$ cat src/rtl/io_output_pkg.sv
// Shared address-select constants, status bit positions and the I/O store decoder
// for the memory-mapped output ports.
package io_output_pkg;

    localparam int          NPORT_C     = 3;
    localparam logic [5:0]  IO_OUT0_SEL = 6'b100000;
    localparam logic [5:0]  IO_OUT1_SEL = 6'b100001;
    localparam logic [5:0]  IO_OUT2_SEL = 6'b100010;
    localparam logic [5:0]  IO_STAT_SEL = 6'b100011;
    localparam int          VALID_LSB   = 0;
    localparam int          OVR_LSB     = 4;

    typedef struct packed {
        logic [NPORT_C-1:0] wr;
        logic               stat;
    } io_dec_t;

    // At most one target is selected per store; unmapped selects decode to nothing.
    function automatic io_dec_t io_decode(input logic en, input logic [5:0] sel);
        io_dec_t d;
        d = '0;
        if (en) begin
            unique case (sel)
                IO_OUT0_SEL: d.wr   = 3'b001;
                IO_OUT1_SEL: d.wr   = 3'b010;
                IO_OUT2_SEL: d.wr   = 3'b100;
                IO_STAT_SEL: d.stat = 1'b1;
                default:     d      = '0;
            endcase
        end
        return d;
    endfunction

endpackage

$ cat src/rtl/io_output_chan.sv
// One output channel: data register, valid flag toward the consumer and a sticky
// overrun flag raised when the CPU overwrites data the consumer never took.
module io_output_chan
    import io_output_pkg::*;
#(
    parameter logic [31:0] RST_VAL = 32'h0
) (
    input  logic        io_clk,
    input  logic        clrn,
    input  logic        wr,
    input  logic        ack,
    input  logic        ovr_clr,
    input  logic [31:0] din,
    output logic [31:0] data_o,
    output logic        valid_o,
    output logic        ovr_o
);

    logic [31:0] data_q, data_d;
    logic        valid_q, valid_d;
    logic        ovr_q, ovr_d;
    logic        ovr_set;

    // An ack arriving with the overwriting store means the old item was taken.
    assign ovr_set = wr && valid_q && !ack;

    always_comb begin
        data_d  = data_q;
        valid_d = valid_q;
        if (wr) begin
            data_d  = din;
            valid_d = 1'b1;
        end else if (ack) begin
            valid_d = 1'b0;
        end
        ovr_d = (ovr_q && !ovr_clr) || ovr_set;
    end

    always_ff @(posedge io_clk or negedge clrn) begin
        if (!clrn) begin
            data_q  <= RST_VAL;
            valid_q <= 1'b0;
            ovr_q   <= 1'b0;
        end else begin
            data_q  <= data_d;
            valid_q <= valid_d;
            ovr_q   <= ovr_d;
        end
    end

    assign data_o  = data_q;
    assign valid_o = valid_q;
    assign ovr_o   = ovr_q;

endmodule

$ cat src/rtl/io_output.sv
// Memory-mapped output-port block: decodes CPU stores into three output channels
// and a W1C status register reporting pending data and overruns.
module io_output
    import io_output_pkg::*;
#(
    parameter int          NPORT   = NPORT_C,
    parameter logic [31:0] RST_VAL = 32'h0
) (
    input  logic             io_clk,
    input  logic             clrn,
    input  logic [31:0]      addr,
    input  logic [31:0]      datain,
    input  logic             write_io_enable,
    output logic [31:0]      out_port0,
    output logic [31:0]      out_port1,
    output logic [31:0]      out_port2,
    output logic [NPORT-1:0] out_valid,
    input  logic [NPORT-1:0] out_ack,
    output logic [31:0]      status_data
);

    io_dec_t                     dec;
    logic [NPORT-1:0]            ovr;
    logic [NPORT-1:0]            ovr_clr;
    logic [NPORT-1:0][31:0]      port;
    logic                        unused_addr;

    assign unused_addr = ^{addr[31:8], addr[1:0]};

    assign dec     = io_decode(write_io_enable, addr[7:2]);
    assign ovr_clr = dec.stat ? datain[OVR_LSB +: NPORT] : '0;

    for (genvar i = 0; i < NPORT; i++) begin : g_chan
        io_output_chan #(.RST_VAL(RST_VAL)) u_chan (
            .io_clk  (io_clk),
            .clrn    (clrn),
            .wr      (dec.wr[i]),
            .ack     (out_ack[i]),
            .ovr_clr (ovr_clr[i]),
            .din     (datain),
            .data_o  (port[i]),
            .valid_o (out_valid[i]),
            .ovr_o   (ovr[i])
        );
    end

    assign out_port0 = port[0];
    assign out_port1 = port[1];
    assign out_port2 = port[2];

    always_comb begin
        status_data                       = '0;
        status_data[VALID_LSB +: NPORT]   = out_valid;
        status_data[OVR_LSB   +: NPORT]   = ovr;
    end

endmodule

$ cat config.mk
export PLATFORM = sky130hd
export DESIGN_NAME = io_output
export DESIGN_NICKNAME = d
export VERILOG_FILES = /design/src/rtl/io_output_pkg.sv /design/src/rtl/io_output_chan.sv /design/src/rtl/io_output.sv
export SDC_FILE = /design/constraint.sdc
export NUM_CORES = 1
export LEC_CHECK = 0
export CAP_MARGIN = 20
export CORE_MARGIN = 4
export CORE_UTILIZATION = 41
export CTS_BUF_LIST = sky130_fd_sc_hd__clkbuf_16
export DETAILED_ROUTE_END_ITERATION = 10
export GPL_TIMING_DRIVEN = 0
export PLACE_DENSITY = 0.81
export SLEW_MARGIN = 10
export SYNTH_ARGS = -nofsm -noshare
export SYNTH_HDL_FRONTEND = slang
export SYNTH_SLANG_ARGS = --single-unit
$ cat constraint.sdc
create_clock -name io_clk -period 0.9 [get_ports io_clk]
set_input_delay 0.18 -clock io_clk [delete_from_list [all_inputs] [get_ports io_clk]]
set_output_delay 0.18 -clock io_clk [all_outputs]
set_load 0.01 [all_outputs]
Word-level counts from Yosys, hierarchy flattened --
Cells that the tools add are included.
Word-level totals: register bits 102, input bits 70
Cells by class: equal/unequal tests 4, mux-type cells 10, reduce and logical (&&, ||, !) cells 21
Operators by type and width (number):
- equality test 6 bit (second input constant) | 4
- logical AND 1 bit | 9
- case mux 3 bit (3 select lines) | 1
- two-way mux 1 bit | 7
- zero test 1 bit | 6
- nonzero test 2 bit | 3
- two-way mux 4 bit | 1
- logical OR 1 bit | 3
- two-way mux 3 bit | 1

Depth between registers and ports, before layout --
Gate-level depths: netlist of the first run.
depth in word-level cells 7, depth in mapped cells 4, depth with buffers taken out 3

Hierarchy --
Synthesis of the first run repeated with hierarchy kept, for this count alone.
Second synthesis, totals: cells, all modules 263, area, all modules 4538.1 µm²
By module, submodules not included:
- io_output_chan | instances 3, cells each 74, area each 1412.6 µm², seq. area each 850.8 µm²
- io_output | instances 1, cells each 41, area each 300.3 µm², seq. area each 0.0 µm²

Least setup slack after synthesis of the first run --
Ideal clock, no wire load.
path type in2reg, from input port addr[4], to register g_chan[2].u_chan.data_q[10], library setup time 0.125 ns, arrival time 1.139 ns, slack -0.364 ns, stages 4, cell sequence nor3b_4 -> nand4b_2 -> buf_6 -> mux2_2
On the way: cells in the longest elaborated chain, start to end 3, elaborated cells between the ends (all ways) 5
RTL lines:
- from (decl) | line io_output.sv:11 | input logic [31:0] addr,
- equality test 6 bit | line io_output_pkg.sv:23 | unique case (sel)
- case mux 3 bit (3 select lines) (*) | line io_output_pkg.sv:23
- two-way mux 4 bit (*) | line io_output_pkg.sv:22 | if (en) begin
- to (signal assigned) | line io_output_chan.sv:45 | data_q <= data_d;
- to (decl) | line io_output_chan.sv:19 | logic [31:0] data_q, data_d;
Every way passes the cells marked *; elsewhere a longest branch is shown, timed or not. A chain may end at the register's enable or synchronous reset.

Final worst setup path of the first run --
from input port addr[6], to register g_chan[1].u_chan.data_q[22]
On the way: cells in the longest elaborated chain, start to end 3, elaborated cells between the ends (all ways) 5
RTL lines (line):
- equality test 6 bit | io_output_pkg.sv:23
- case mux 3 bit (3 select lines) (*) | io_output_pkg.sv:23
- two-way mux 4 bit (*) | io_output_pkg.sv:22
- to (signal assigned) | io_output_chan.sv:45
- to (decl) | io_output_chan.sv:19
Marks and branches as above.

==> results of run 1 <==
sequential cells by signal (all words and copies together), names as in the netlist:
| register | cells |
|---|---|
| g_chan.u_chan.ovr_o | 3 |
| g_chan.u_chan.valid_o | 3 |
| g_chan.u_chan.data_o | 96 |
metal layers:
| metal | up-vias | part of all wire (%) | routed length, um | GRT usage [%] |
|---|---|---|---|---|
| li1 | 1331 | - | - | - |
| met1 | 1459 | 40 | 4260 | 21.2 |
| met4 | 0 | 0.57 | 61 | 4.42 |
| met5 | - | 0 | 0 | 0 |
| met2 | 101 | 53 | 5710 | 33.0 |
| met3 | 8 | 6.8 | 735 | 4.48 |
what timing repair did:
item	in CTS	in global routing
endpoints found under the hold margin	47	47
pin swaps	4	3
setup buffers	35	14
endpoints found under the setup margin	207	206
gates cloned	5	1
gates resized for setup	532	31
through the flow:
stage	worst slack [ps]	utilization (%)	TNS [ps]	total power, W
4_1_cts	-282	66.2	-33590	0.0123
3_3_place_gp	-3960	60.4	-523950	0.00805
6_report	-304	68.5	-34790	0.0124
5_1_grt	-331	68.5	-41890	0.0130
2_1_floorplan	-355	-	-32420	0.00646
3_5_place_dp	-1130	60.6	-125170	0.00815
layout make-up:
class                      instances  area [sq um]  share of cell area (%)
multi-input combinational        144          1420                    21.3
sequential                       102          2550                    38.1
timing repair buffer             200          1820                    27.2
tap                              133           166                    2.48
buffer                            41           399                    5.96
clock inverter                     7           114                    1.70
clock buffer                       9           225                    3.36
synth_stat cells:
cell / count / share of area (%)
dfrtp_1: 102 / 62
and2b_1: 1 / 0.18
nand4b_1: 1 / 0.21
buf_4: 35 / 6.4
nor2_1: 1 / 0.091
buf_6: 3 / 0.82
nor3b_4: 1 / 0.46
buf_2: 6 / 0.73
nand2b_1: 3 / 0.46
nand3_2: 1 / 0.24
o21ai_0: 3 / 0.36
nand2_1: 6 / 0.55
mux2_2: 96 / 26
o41ai_1: 3 / 0.64
nand4b_2: 2 / 0.73
conb_1: 1 / 0.091
worst min path at each step:
| stage | startpoint | end | slack, ps | cells past startpoint |
|---|---|---|---|---|
| 2_1_floorplan | clrn | g_chan[0].u_chan.data_o[0] | -120 | 0 |
| 3_3_place_gp | g_chan[2].u_chan.data_o[31] | g_chan[2].u_chan.data_o[31] | 490 | 1 |
| 3_5_place_dp | clrn | g_chan[2].u_chan.data_o[22] | 240 | 1 |
| 4_1_cts | clrn | g_chan[2].u_chan.data_o[22] | -120 | 1 |
| 5_1_grt | clrn | g_chan[2].u_chan.data_o[22] | -100 | 1 |
| 6_report | clrn | g_chan[0].u_chan.data_o[22] | -140 | 1 |
power by group:
part | internal (W) | switching, W
Clock | 0.00271 | 0.00164
Combinational | 0.00156 | 0.00104
Sequential | 0.00516 | 0.000329
Total | 0.00943 | 0.00302
worst reg2reg max path: cells and delay by family, from the launching register on:
kind,cells,cell delay [ps]
muxes,1,260
DFF,1,390
buffers and inverters,2,260
logic make-up (layout without fill, tap and decap cells):
family / Yosys count / count (layout) / share of synthesized area [%]
flops: 102 / 102 / 61.9
mux: 96 / 96 / 26.2
buf+inv: 44 / 257 / 7.92
simple gates: 16 / 16 / 2.91
compound gates: 6 / 6 / 1.00
other cells: 1 / 26 / 0.0909
==> flow_summary.ini, run 1 <==
[global_routing]
track_usage_pct = 18.0
grt_max_degree = 56
grt_pass1_vias = 3133
overflow = 0
antenna_found_initial = 0
grt_pass1_wl_um = 16400

[setup_path]
crit_path_frequent_cell = buf_6
r2r_start = g_chan[1].u_chan.data_o[6]
r2r-end = g_chan[1].u_chan.data_o[6]
worst-setup-path-type = input pin to flip-flop
slowest_stage = mux2_4
reg2reg_depth = 3
cp-end-kind = flip-flop
cp_num_buf_inv = 4
max_stage_delay_ps = 300
crit_chain = buf_6 > nor3b_4 > buf_6 > nand4b_4 > buf_12 > buf_8 > mux2_4
crit_path_start_kind = input pin
crit_start = addr[6]
critical-path-top-delay-family = buffers and inverters
worstPathRequired_ps = 1110
cp.depth = 7
arrival_ps = 1410
crit_path_end = g_chan[1].u_chan.data_o[22]
cp_max_fo = 5
r2r_slack_ps = -120

[sta]
max-slew-margin-rel_pct = 58.1
hold_ws_ps = -141
slew_viol_final = 0
min_period_over_period_pct = 134
fin_crit_ps = 1200
tightest_slew_ps = 628
hold_violations = 47
fmax_mhz = 831
rsz0062_at_grt = yes
setup_viol = 205
skew_ps = 0.763
setup_ws_ps = -304

[place]
globalplace.congestion = 0.698
place_inst = 572
port-buffer-count = 148
place_area_sq_um = 5920
post-dp-hpwl_um = 7200

[clocking]
clk_pin_slew_ps = 70
cts_tree = yes
clock_latency_ps = 330
numCtsBuffers = 9
cts.sinks = 102
htree_num_levels = 3
cts_root_buf = clkbuf_16
clock_path_buffers = 2

[detailed_routing]
drc_errors = 0
dr.pass1.iters = 4
detail_route.iter0.violations = 46
vias = 2899
drt-total-wl_um = 10800
viasPerCell = 4.56
detail-route-antenna-nets = 0
routedWlPerCell_um = 16.9

[floorplanning]
die_h_um = 108
fp-row-count = 36
initial_utilization_pct = 42.2
core-area_sq_um = 9770
die-area_sq_um = 11700
ios = 201
dieWidth_um = 108

[logic_synthesis]
synth_warnings = 0
seq_area_frac_synth_pct = 61.9
syn_inst = 265
synth_area_sq_um = 4130
yosys_register_bits = 102
avgSynthCellArea_sq_um = 15.6
synthDistinctLibCells = 16

[layout]
layout_common_cells = 102 x dfrtp_1, 91 x mux2_2, 72 x buf_6, 58 x buf_4, 58 x buf_2
antenna_cells = 0
layout.nets = 568
final_cells = 636
layout-drive-gt1-share_pct = 65.0
layout_commonest_cell = dfrtp_1
n_fill_cell = 719
design_area_sq_um = 6700
area_growth_pct = 62.4

[pwr]
ir_drop_v = 0.00108
powerDensity_nw_per_um2 = 1860
p_leak_nw = 3.60

[run]
drv_cap = 0

[min_path]
hp-class = input pin to async pin

[status]
violations = hold timing, setup timing
run_status = complete, but fails checks
(Power assumes the default switching activity.)
==> run 2, diff against run 1 <==
--- a/config.mk
+++ b/config.mk
@@ -9,6 +9,7 @@
 export CORE_MARGIN = 4
 export CORE_UTILIZATION = 41
 export CTS_BUF_LIST = sky130_fd_sc_hd__clkbuf_16
+export CTS_CLUSTER_SIZE = 16
 export DETAILED_ROUTE_END_ITERATION = 10
 export GPL_TIMING_DRIVEN = 0
 export PLACE_DENSITY = 0.81
==> results of run 2 <==
The final DEF is identical to that of run 1; final timing and power are the same.
